$ cat src/rtl/writeback_cycle.sv
// writeback_cycle -- writeback stage of the 5-stage vector pipeline.
//
// Drives the register-file write port (RegWriteW / RDW / ResultW) that decode
// consumes. Scalar results (ALU or single-beat load) commit one cycle after
// acceptance. A vector load gathers LANES memory beats into one wide result and
// commits it in a dedicated COMMIT cycle. The memory stage is stalled while
// this happens.
//
// Optional feature macro: WB_TIMEOUT_EN
//   defined   : a gather that sees TIMEOUT consecutive beat-less cycles is
//               aborted with a one-cycle ErrW pulse and no register write.
//   undefined : a gather waits indefinitely and ErrW is tied to 0.
//
// Ports:
//   clk, rst     clock (rising edge), asynchronous active-high reset
//   ValidM       memory-stage instruction valid
//   RegWriteM    instruction writes the register file
//   ResultSrcM   0 = ALU result, 1 = load data
//   vectorialM   instruction is vectorial
//   RD_M         destination register
//   ALUResultM   ALU result (LANES*DATA_W bits)
//   ReadDataM    memory read beat
//   RdValidM     ReadDataM valid this cycle
//   StallW       memory stage must hold its outputs
//   RegWriteW    register-file write enable (one-cycle pulse)
//   RDW          write address
//   ResultW      write data
//   ErrW         gather timeout pulse
module writeback_cycle #(
  parameter int LANES   = 4,
  parameter int DATA_W  = 32,
  parameter int REG_AW  = 6,
  parameter int TIMEOUT = 16
) (
  input  logic                      clk,
  input  logic                      rst,
  input  logic                      ValidM,
  input  logic                      RegWriteM,
  input  logic                      ResultSrcM,
  input  logic                      vectorialM,
  input  logic [REG_AW-1:0]         RD_M,
  input  logic [LANES*DATA_W-1:0]   ALUResultM,
  input  logic [DATA_W-1:0]         ReadDataM,
  input  logic                      RdValidM,
  output logic                      StallW,
  output logic                      RegWriteW,
  output logic [REG_AW-1:0]         RDW,
  output logic [LANES*DATA_W-1:0]   ResultW,
  output logic                      ErrW
);

  localparam int RES_W  = LANES * DATA_W;
  localparam int LANE_W = (LANES > 1) ? $clog2(LANES) : 1;
  localparam logic [LANE_W-1:0] LAST_LANE = LANE_W'(LANES - 1);

  typedef enum logic [1:0] {S_IDLE, S_GATHER, S_COMMIT} state_t;

  state_t              state_q, state_d;
  logic [LANE_W-1:0]   lane_q, lane_d;
  logic [RES_W-1:0]    gbuf_q, gbuf_d;
  logic                wen_lat_q, wen_lat_d;
  logic [REG_AW-1:0]   rd_lat_q, rd_lat_d;
  logic                regwrite_q, regwrite_d;
  logic [REG_AW-1:0]   rdw_q, rdw_d;
  logic [RES_W-1:0]    result_q, result_d;

`ifdef WB_TIMEOUT_EN
  localparam int CNT_W = $clog2(TIMEOUT + 1);
  logic [CNT_W-1:0]    cnt_q, cnt_d;
  logic                err_q, err_d;
`endif

  always_comb begin
    state_d    = state_q;
    lane_d     = lane_q;
    gbuf_d     = gbuf_q;
    wen_lat_d  = wen_lat_q;
    rd_lat_d   = rd_lat_q;
    regwrite_d = 1'b0;          // write enable is a pulse; only set on a commit
    rdw_d      = rdw_q;         // address/data hold their last committed value
    result_d   = result_q;
`ifdef WB_TIMEOUT_EN
    cnt_d      = cnt_q;
    err_d      = 1'b0;
`endif

    case (state_q)
      S_IDLE: begin
        lane_d = '0;
        if (ValidM) begin
          if (ResultSrcM && vectorialM) begin
            // Vector load: remember the destination, beats follow later.
            // A beat presented in this acceptance cycle is deliberately dropped.
            wen_lat_d = RegWriteM;
            rd_lat_d  = RD_M;
            gbuf_d    = '0;
            state_d   = S_GATHER;
`ifdef WB_TIMEOUT_EN
            cnt_d     = '0;
`endif
          end else begin
            regwrite_d = RegWriteM;
            rdw_d      = RD_M;
            result_d   = ResultSrcM ? {{(RES_W-DATA_W){1'b0}}, ReadDataM} : ALUResultM;
          end
        end
      end

      S_GATHER: begin
        if (RdValidM) begin
          gbuf_d[lane_q*DATA_W +: DATA_W] = ReadDataM;
`ifdef WB_TIMEOUT_EN
          cnt_d = '0;
`endif
          if (lane_q == LAST_LANE) begin
            // Load the write port now so the write is visible during COMMIT.
            state_d    = S_COMMIT;
            lane_d     = '0;
            regwrite_d = wen_lat_q;
            rdw_d      = rd_lat_q;
            result_d   = gbuf_d;
          end else begin
            lane_d = lane_q + 1'b1;
          end
        end
`ifdef WB_TIMEOUT_EN
        else if (cnt_q == CNT_W'(TIMEOUT - 1)) begin
          err_d   = 1'b1;
          state_d = S_IDLE;
          lane_d  = '0;
        end else begin
          cnt_d = cnt_q + 1'b1;
        end
`endif
      end

      S_COMMIT: begin
        state_d = S_IDLE;
        lane_d  = '0;
      end

      default: begin
        state_d = S_IDLE;
        lane_d  = '0;
      end
    endcase
  end

  always_ff @(posedge clk or posedge rst) begin
    if (rst) begin
      state_q    <= S_IDLE;
      lane_q     <= '0;
      gbuf_q     <= '0;
      wen_lat_q  <= 1'b0;
      rd_lat_q   <= '0;
      regwrite_q <= 1'b0;
      rdw_q      <= '0;
      result_q   <= '0;
`ifdef WB_TIMEOUT_EN
      cnt_q      <= '0;
      err_q      <= 1'b0;
`endif
    end else begin
      state_q    <= state_d;
      lane_q     <= lane_d;
      gbuf_q     <= gbuf_d;
      wen_lat_q  <= wen_lat_d;
      rd_lat_q   <= rd_lat_d;
      regwrite_q <= regwrite_d;
      rdw_q      <= rdw_d;
      result_q   <= result_d;
`ifdef WB_TIMEOUT_EN
      cnt_q      <= cnt_d;
      err_q      <= err_d;
`endif
    end
  end

  // Stall comes from registered state only, never from the inputs.
  assign StallW    = (state_q != S_IDLE);
  assign RegWriteW = regwrite_q;
  assign RDW       = rdw_q;
  assign ResultW   = result_q;

`ifdef WB_TIMEOUT_EN
  assign ErrW = err_q;
`else
  assign ErrW = 1'b0;
`endif

endmodule
$ cat config.mk
export PLATFORM = sky130hd
export DESIGN_NAME = writeback_cycle
export DESIGN_NICKNAME = d
export VERILOG_FILES = /design/src/rtl/writeback_cycle.sv
export SDC_FILE = /design/constraint.sdc
export NUM_CORES = 1
export LEC_CHECK = 0
export BUFFER_PORTS_ARGS = -buffer_cell sky130_fd_sc_hd__buf_2
export CORE_MARGIN = 5
export CORE_UTILIZATION = 54
export DETAILED_ROUTE_END_ITERATION = 8
export PLACE_DENSITY_LB_ADDON = 0.25
export SLEW_MARGIN = 10
export SYNTH_ARGS = -nofsm -noshare
export SYNTH_HDL_FRONTEND = slang
export SYNTH_SLANG_ARGS = --single-unit
$ cat constraint.sdc
create_clock -name clk -period 10.6 [get_ports clk]
set_input_delay 2.12 -clock clk [delete_from_list [all_inputs] [get_ports clk]]
set_output_delay 2.12 -clock clk [all_outputs]
set_load 0.03 [all_outputs]
Word level (Yosys, flattened, before mapping)
Cells that the tools add are included.
{"block": "op_classes", "addsub": 2, "eq_ne": 7, "n_shift": 2, "n_mux": 29, "n_reduce_logical": 8}
{"operator": "128-bit 2-to-1 mux", "count": 8}
{"operator": "128-bit one-hot mux with 2 select lines", "count": 2}
{"operator": "128-bit bitwise mux", "count": 1}
{"operator": "32-bit by 34-bit variable shift with 128-bit output, first input constant", "count": 1}
{"operator": "32-bit by 34-bit variable part select with 128-bit output", "count": 1}
{"operator": "7-bit negator with 34-bit output", "count": 1}
{"operator": "6-bit 2-to-1 mux", "count": 4}
{"operator": "2-bit 2-to-1 mux", "count": 7}
{"operator": "6-bit one-hot mux with 2 select lines", "count": 1}
{"operator": "2-bit inequality test, second input constant", "count": 5}
{"operator": "4-bit AND reduction", "count": 2}
{"operator": "5-bit AND reduction", "count": 1}
{"operator": "1-bit 2-to-1 mux", "count": 4}
{"operator": "2-bit one-hot mux with 2 select lines", "count": 1}
{"operator": "2-bit nonzero test", "count": 2}
{"operator": "3-bit AND reduction", "count": 1}
{"operator": "2-bit by 1-bit adder with 2-bit output, second input constant", "count": 1}
{"operator": "2-bit by 1-bit == test with 1-bit output, second input constant", "count": 1}
{"operator": "2-bit == test, second input constant", "count": 1}
{"operator": "2-bit logical NOT", "count": 1}
{"operator": "1-bit one-hot mux with 2 select lines", "count": 1}
{"operator": "1-bit logical AND", "count": 1}
{"block": "totals", "regBits": 274, "inputBits": 173, "output_inout_bits": 137, "wordCells": 56}

Logic depth before layout (Yosys ltp)
Gate-level depths: netlist of run 1.
{"block": "depth", "ltp_word": 6, "depth_mapped": 8}

Worst setup path after synthesis of run 1
No wires, ideal clock.
{"block": "synth_path", "path_kind": "input to register", "from": "in RdValidM", "to": "reg gbuf_q[113]", "setup_time_ps": 135, "t_arrival_ps": 3205, "path_slack_ps": 7260, "stages": 7, "cell_sequence": "buf_2 nand2_1 a21o_1 buf_2 clkbuf_1 clkbuf_1 o31ai_1"}
{"block": "synth_between", "elab_chain_cells": 2}
{"item": "from (decl)", "line": "44", "text": "input logic RdValidM,"}
{"item": "2-bit inequality test (no line)"}
{"item": "4-bit AND reduction (no line)"}
{"item": "to (signal assigned)", "line": "166", "text": "gbuf_q <= gbuf_d;"}
{"item": "to (decl)", "line": "60", "text": "logic [RES_W-1:0] gbuf_q, gbuf_d;"}
Every way passes these cells.
A chain may end at the register's enable or synchronous reset.

Worst setup path after layout of run 1
{"block": "layout_path", "from": "in ResultSrcM", "to": "reg result_q[47] (netlist: ResultW[47])"}
{"block": "layout_between", "elab_chain_cells": 4, "word_cells_on_any_way": 7}
{"item": "from (decl)", "line": "39", "text": "input logic ResultSrcM,"}
{"item": "128-bit 2-to-1 mux", "line": "104", "text": "result_d = ResultSrcM ? {{(RES_W-DATA_W){1'b0}}, ReadDataM} : ALUResultM;"}
{"item": "128-bit 2-to-1 mux", "line": "91", "text": "if (ResultSrcM && vectorialM) begin"}
{"item": "128-bit 2-to-1 mux", "line": "90", "text": "if (ValidM) begin"}
{"item": "128-bit one-hot mux with 2 select lines", "line": "87", "text": "case (state_q)"}
{"item": "to (signal assigned)", "line": "171", "text": "result_q <= result_d;"}
{"item": "to (decl)", "line": "65", "text": "logic [RES_W-1:0] result_q, result_d;"}
Several ways; a longest one is shown, not always the timed one. The select of a mux whose other input is x is not followed.

==> results of run 1 <==
## power by group
group | internal (W) | leakage (nW) | switching, W | total [W]
clock network | 0.000678 | 0.505 | 0.000415 | 0.00109
logic | 0.000704 | 3.42 | 0.00135 | 0.00205
registers | 0.00143 | 3.60 | 0.000240 | 0.00167
total | 0.00281 | 7.52 | 0.00200 | 0.00481
## state kept, by name (all words and copies together), names as in the netlist
register	count
ResultW	128
gbuf_q	128
RDW	6
rd_lat_q	6
lane_q	2
state_q	2
RegWriteW	1
wen_lat_q	1
## cell families after synthesis
logic type | count (synthesis) | synth area share
buf+inv | 201 | 0.0685
compound gates | 327 | 0.198
other cells | 1 | 0.000291
simple gates | 214 | 0.0758
fa+ha+maj | 6 | 0.00584
mux | 143 | 0.119
flops | 274 | 0.533
## Yosys cell counts, drive strengths merged
cell     instances
dfrtp          274
inv             95
nand2           87
mux2            77
nor2            72
mux2i           66
a222oi          64
buf             58
o21ai           54
clkbuf          48
a21oi           41
nor2b           40
o2bb2ai         38
o31ai           38
a221oi          32
a22o            32
a32oi           26
ha               6
nor3b            3
nand2b           2
nor4bb           2
a21o             1
a2bb2oi          1
and3             1
and4             1
and4b            1
conb             1
nand3            1
nand3b           1
nand4b           1
or2              1
or3              1
## layout make-up
| class | instances | share of cell area |
|---|---|---|
| multi-input combinational | 691 | 0.336 |
| clock inverter | 13 | 0.0143 |
| timing repair buffer | 321 | 0.106 |
| tap | 319 | 0.0258 |
| inverter | 95 | 0.0235 |
| antenna | 1 | 0.000161 |
| sequential | 274 | 0.442 |
| clock buffer | 37 | 0.0520 |
## through the flow
| step | util | setup WS, ns |
|---|---|---|
| 2_1_floorplan | - | 0.928 |
| 3_3_place_gp | 0.616 | 5.75 |
| 3_5_place_dp | 0.616 | 5.70 |
| 4_1_cts | 0.660 | 6.27 |
| 5_1_grt | 0.660 | 6.13 |
| 6_report | 0.660 | 6.21 |
## layer usage
metal / global-route usage / vias up / routed length, um / part of all wire
met4: 0.0682 / 4 / 893 / 0.024
met2: 0.427 / 509 / 17300 / 0.46
met5: 0 / - / 25 / 0.00067
li1: - / 4773 / - / -
met1: 0.391 / 5152 / 15700 / 0.42
met3: 0.0557 / 65 / 3630 / 0.097
## cell usage in the layout, fill, tap and decap left out, types with 5 or more instances in the layout
cell | synthesis | layout
clkinv_2 | 0 | 5
bufinv_16 | 0 | 6
a32oi_1 | 26 | 26
a21oi_1 | 40 | 39
a222oi_1 | 64 | 64
a221oi_1 | 32 | 32
buf_4 | 9 | 13
o31ai_1 | 38 | 38
inv_1 | 95 | 94
a22o_1 | 32 | 32
dfrtp_1 | 274 | 274
o21ai_0 | 53 | 53
nor2_1 | 71 | 69
o2bb2ai_1 | 38 | 38
buf_2 | 44 | 308
ha_1 | 6 | 6
mux2_2 | 73 | 73
nand2_1 | 87 | 87
clkbuf_16 | 0 | 29
mux2i_1 | 66 | 66
nor2b_1 | 40 | 40
clkbuf_8 | 0 | 5
## worst min path at each step
stage	cells past startpoint	start	end	slack (ns)
after CTS	2	gbuf_q[107]$_DFFE_PP0P_	gbuf_q[107]$_DFFE_PP0P_	0.47
final	2	gbuf_q[107]$_DFFE_PP0P_	gbuf_q[107]$_DFFE_PP0P_	0.47
after detailed placement	2	gbuf_q[127]$_DFFE_PP0P_	gbuf_q[127]$_DFFE_PP0P_	0.46
after global placement	2	gbuf_q[97]$_DFFE_PP0P_	gbuf_q[97]$_DFFE_PP0P_	0.45
after floorplan	2	gbuf_q[102]$_DFFE_PP0P_	gbuf_q[102]$_DFFE_PP0P_	0.44
after global routing	2	gbuf_q[118]$_DFFE_PP0P_	gbuf_q[118]$_DFFE_PP0P_	0.49
## worst min-delay path, delay by kind of cell (launching register included)
kind	cells	cell delay, ns
compound gates	1	0.05
flops	1	0.34
simple gates	1	0.05
==> results.py, run 1 <==
metrics = {
    "final_layout": {
        "fin_cells": 1751,
        "ff_latch_area_mm2": 0.00686,
        "syn2layout_area_growth_pct": 20.5,
        "fillerInstances": 1858,
        "nets": 1590,
        "multi_input_area_mm2": 0.00521,
        "drive_above_1_share": 0.320,
        "final_area_mm2": 0.0155,
    },
    "worst_setup_path": {
        "end_kind": "register",
        "crit_end": "ResultW[47]$_DFFE_PP0P_",
        "r2r-end": "ResultW[66]$_DFFE_PP0P_",
        "critPathArrivalTime_ns": 4.80,
        "start_kind": "primary input",
        "cp_num_cells": 6,
        "setup.worst_path.start": "ResultSrcM",
        "path_max_fanout": 58,
        "cp_top_family": "buffers and inverters",
        "crit_buf_inv": 2,
        "rrSetupSlack_ns": 7.24,
        "critical_path_class": "in2reg",
        "r2r_cells": 7,
        "r2r-start": "lane_q[0]$_DFFE_PP0P_",
        "cp_slowest_cell": "a21oi_4",
        "cpPeakStageDelay_ns": 0.90,
        "path_cells": "buf_2 > nand2_1 > nand3b_1 > a21oi_4 > buf_4 > mux2_2",
        "cp_data_required_time_ns": 11.01,
    },
    "detailed_routing": {
        "first_pass_iters": 9,
        "drcViolationCount": 0,
        "detail_route.vias_per_cell": 6.00,
        "wl_mm": 37.6,
        "ant_nets": 0,
        "wl_per_cell_um": 21.5,
        "vias": 10503,
        "dr.first_iter.drc_count": 1593,
    },
    "yosys": {
        "yosysTopAreaCell": "dfrtp_1",
        "synthTopCellsByArea": "dfrtp_1 53%, mux2_2 6.4%, mux2i_1 5.1%, a222oi_1 5.0%, inv_1 2.8%",
        "synthCells": 1166,
        "synth_area_mm2": 0.0129,
        "synth_fp_nets": 1345,
        "syn_avg_cell_area_um2": 11.0,
        "yosys_warnings": 0,
        "ys_seq_elements": 274,
        "synth_top_area_frac": 0.533,
        "yosysUniqueCellTypes": 40,
        "ys_seq_area_frac": 0.533,
    },
    "power": {
        "ir_drop_mv": 0.235,
        "power_density_mw_per_mm2": 311,
        "p_total_w": 0.00481,
        "leakagePower_nw": 7.52,
    },
    "placement": {
        "dpl_cell_area_mm2": 0.0145,
        "gp_congestion": 0.830,
        "hpwl_mm": 25.0,
        "dpl.cell_count": 1700,
        "port_buffers": 308,
    },
    "sta": {
        "maxSlewViolCount": 0,
        "rsz0062_at_grt": "no",
        "max_freq_mhz": 228,
        "fin_setup_tns_ns": 0,
        "worst_slew_pin_slew_ns": 1.18,
        "clock_skew_ns": 0.0123,
        "slew_headroom": 0.213,
        "post-route-period-util": 0.414,
        "hold_violations": 0,
        "whs_ns": 0.470,
        "setup_viol": 0,
        "min_period_ns": 4.39,
    },
    "global_route": {
        "antenna_found_initial": 3,
        "grt_max_degree": 151,
        "overflow": 0,
        "grt_pass1_vias": 10296,
        "grt_use_total": 0.272,
        "grt_pass1_wl_mm": 58.1,
    },
    "cts": {
        "cts.clk_slew.worst_paths_ns": 0.06,
        "tritoncts": "built",
        "cts_max_path_buffers": 3,
        "cts.sinks": 274,
        "cts-resized-gates": 0,
        "cts_setup_buffers": 0,
        "cts_made_buffers": 28,
        "cts_root_buffer": "clkbuf_16",
        "ctsHtreeMaxLevel": 1,
        "clk_latency_ns": 0.53,
        "ctsHoldBuffers": 0,
    },
    "hold_path": {
        "hp-class": "reg2reg",
    },
    "die": {
        "start_util": 0.548,
        "dieArea_mm2": 0.0270,
        "fp-row-count": 56,
        "die-height_um": 164,
        "ios": 310,
        "core_mm2": 0.0235,
        "die_w_um": 164,
    },
    "status": {
        "status": "complete, no violations",
    },
    "job": {
        "maxCapViolCount": 0,
    },
}
Note: power is estimated with default switching activity, not from simulation.
==> run 2: changes to the inputs <==
--- a/config.mk
+++ b/config.mk
@@ -7,7 +7,7 @@
 export LEC_CHECK = 0
 export BUFFER_PORTS_ARGS = -buffer_cell sky130_fd_sc_hd__buf_2
 export CORE_MARGIN = 5
-export CORE_UTILIZATION = 54
+export CORE_UTILIZATION = 49
 export DETAILED_ROUTE_END_ITERATION = 8
 export PLACE_DENSITY_LB_ADDON = 0.25
 export SLEW_MARGIN = 10
==> constraint.sdc (replaced) <==
create_clock -name clk -period 4 [get_ports clk]
set_input_delay 0.8 -clock clk [delete_from_list [all_inputs] [get_ports clk]]
set_output_delay 0.8 -clock clk [all_outputs]
set_load 0.03 [all_outputs]
==> run 2 against run 1 <==
The flow now finishes with violations (design-rule violations). Worst setup slack lost 5.4 ns. Sequential power increased to 2.6 times the previous value. Register-to-register slack got worse by 6.4 ns. Power rose to 2.6 times the previous value. Die area increased by 9.6%. Count of clock-buffer cells in the layout increased by 5. Via count increased by 0.70%. Critical path depth is 2 higher. Routed wire length up 3.6%. Hold slack worse by 0.15 ns. Largest cell class unchanged. Largest power group unchanged.
==> results.py, run 2 (synthesis gave the netlist of run 1 again) <==
metrics = {
    "final_layout": {
        "fin_cells": 1784,
        "fin_util": 0.603,
        "drive_above_1_share": 0.322,
        "final_common_cell": "buf_2",
        "fillerInstances": 2205,
        "mostFrequentLayoutCells": "308 x buf_2, 274 x dfrtp_1, 94 x inv_1",
        "nets": 1604,
        "syn2layout_area_growth_pct": 21.7,
    },
    "cts": {
        "cts.clk_slew.worst_paths_ns": 0.06,
        "clk_latency_ns": 0.55,
        "cts_made_buffers": 30,
        "tritoncts": "built",
        "cts_max_path_buffers": 3,
        "cts_setup_buffers": 0,
        "cts_root_buffer": "clkbuf_16",
        "cts-resized-gates": 0,
        "ctsHoldBuffers": 0,
        "ctsHtreeMaxLevel": 1,
        "cts.sinks": 274,
    },
    "sta": {
        "min_period_ns": 3.15,
        "hold_violations": 0,
        "fin_setup_tns_ns": 0,
        "setup_ws_ns": 0.852,
        "max_freq_mhz": 318,
        "clock_skew_ns": 0.0122,
        "slew_headroom": 0.288,
        "rsz0062_at_grt": "no",
        "setup_viol": 0,
        "post-route-period-util": 0.787,
        "maxSlewViolCount": 0,
        "worst_slew_pin_slew_ns": 1.07,
    },
    "worst_setup_path": {
        "start_kind": "register",
        "path_max_fanout": 42,
        "rrSetupSlack_ns": 0.85,
        "critical_path_class": "reg2reg",
        "critPathArrivalTime_ns": 3.61,
        "end_kind": "register",
        "cp_data_required_time_ns": 4.46,
    },
    "global_route": {
        "grt_pass1_wl_mm": 59.3,
        "antenna_found_initial": 2,
        "grt_max_degree": 93,
        "grt_pass1_vias": 10424,
        "overflow": 0,
        "grt_use_total": 0.253,
    },
    "placement": {
        "port_buffers": 308,
        "hpwl_mm": 26.5,
        "gp_congestion": 0.844,
        "dpl.cell_count": 1728,
        "post-place-ws_ns": 0.890,
    },
    "power": {
        "leakagePower_nw": 7.59,
        "seqPwrFrac": 0.347,
        "ir_drop_mv": 0.516,
        "p_switching_w": 0.00537,
        "p_total_w": 0.0127,
        "power_density_mw_per_mm2": 813,
        "clkPwrFrac": 0.217,
        "power.internal_w": 0.00736,
        "combPwrFrac": 0.437,
        "p_sw_frac": 0.422,
    },
    "die": {
        "start_util": 0.495,
        "ios": 310,
        "core_mm2": 0.0260,
        "fp-row-count": 59,
        "die-height_um": 172,
        "die_w_um": 172,
        "dieArea_mm2": 0.0296,
    },
    "detailed_routing": {
        "vias": 10576,
        "ant_nets": 0,
        "wl_per_cell_um": 21.8,
        "detail_route.vias_per_cell": 5.93,
        "first_pass_iters": 9,
        "drcViolationCount": 9,
        "wl_mm": 38.9,
        "dr.first_iter.drc_count": 1278,
    },
    "hold_path": {
        "hp-class": "in2async",
    },
    "status": {
        "violations": "design-rule violations",
        "status": "complete, but fails checks",
    },
    "job": {
        "maxCapViolCount": 0,
    },
}
[run 2: cell types whose count changed in the layout (fill, tap and decap cells not counted)]
cell / before / now
clkinv_4: 1 / 0
bufinv_16: 6 / 3
and3_1: 0 / 1
clkbuf_8: 5 / 2
clkbuf_16: 29 / 31
diode_2: 1 / 3
buf_4: 13 / 16
buf_12: 0 / 9
and3_2: 1 / 0
inv_8: 1 / 0
clkbuf_1: 3 / 9
clkinv_2: 5 / 8
[run 2: power groups by stage]
stage	Sequential, W	Clock, W	Combinational (W)
floorplan	0.00554	0	0.00282
global placement	0.00439	0	0.00546
detailed placement	0.00443	0	0.00556
CTS	0.00440	0.00281	0.00559
global route	0.00453	0.00294	0.00598
finish	0.00441	0.00276	0.00556
[run 2: critical path: stages (launching register included)]
cell and delay [ns]:
dfrtp_1 0.50, inv_1 0.14, ha_1 0.26, nor3b_4 0.20
buf_4 0.32, and4_2 0.85, buf_4 0.40, a222oi_1 0.14
mux2i_1 0.23
[run 2: metrics by stage]
stage | cell area [um^2] | hold WS [ns]
floorplan | 12900 | 0.441
global placement | 14700 | 0.451
CTS | 15700 | 0.322
finish | 15700 | 0.322
global route | 15700 | 0.334
detailed placement | 14700 | 0.458
[run 2: worst paths after layout]
kind	start	endpoint	depth (start not counted)
worst min register to register	gbuf_q[118]$_DFFE_PP0P_	gbuf_q[118]$_DFFE_PP0P_	2
worst max register to register	lane_q[0]$_DFFE_PP0P_	ResultW[77]$_DFFE_PP0P_	8
worst max-delay path	lane_q[0]$_DFFE_PP0P_	ResultW[77]$_DFFE_PP0P_	8
worst min-delay path	rst	ResultW[92]$_DFFE_PP0P_	2
min in group clk	gbuf_q[118]$_DFFE_PP0P_	gbuf_q[118]$_DFFE_PP0P_	2
max in group asynchronous	rst	gbuf_q[107]$_DFFE_PP0P_	3
[run 2: area by class of cell]
| cell class | count | area (um^2) | share of cell area |
|---|---|---|---|
| Antenna cell | 3 | 7.51 | 0.000479 |
| Inverter | 95 | 360 | 0.0230 |
| Sequential cell | 274 | 6860 | 0.438 |
| Clock buffer | 42 | 837 | 0.0535 |
| Multi-Input combinational cell | 691 | 5210 | 0.332 |
| Timing Repair Buffer | 333 | 1840 | 0.118 |
| Tap cell | 335 | 419 | 0.0268 |
| Clock inverter | 11 | 130 | 0.00831 |
[run 2: per-layer routing]
metal | up-vias | wire [um] | part of all wire | GRT usage
li1 | 4791 | - | - | -
met1 | 5235 | 16300 | 0.42 | 0.366
met2 | 492 | 17900 | 0.46 | 0.392
met3 | 54 | 3910 | 0.10 | 0.0558
met4 | 4 | 757 | 0.019 | 0.0598
met5 | - | 14 | 0.00036 | 0
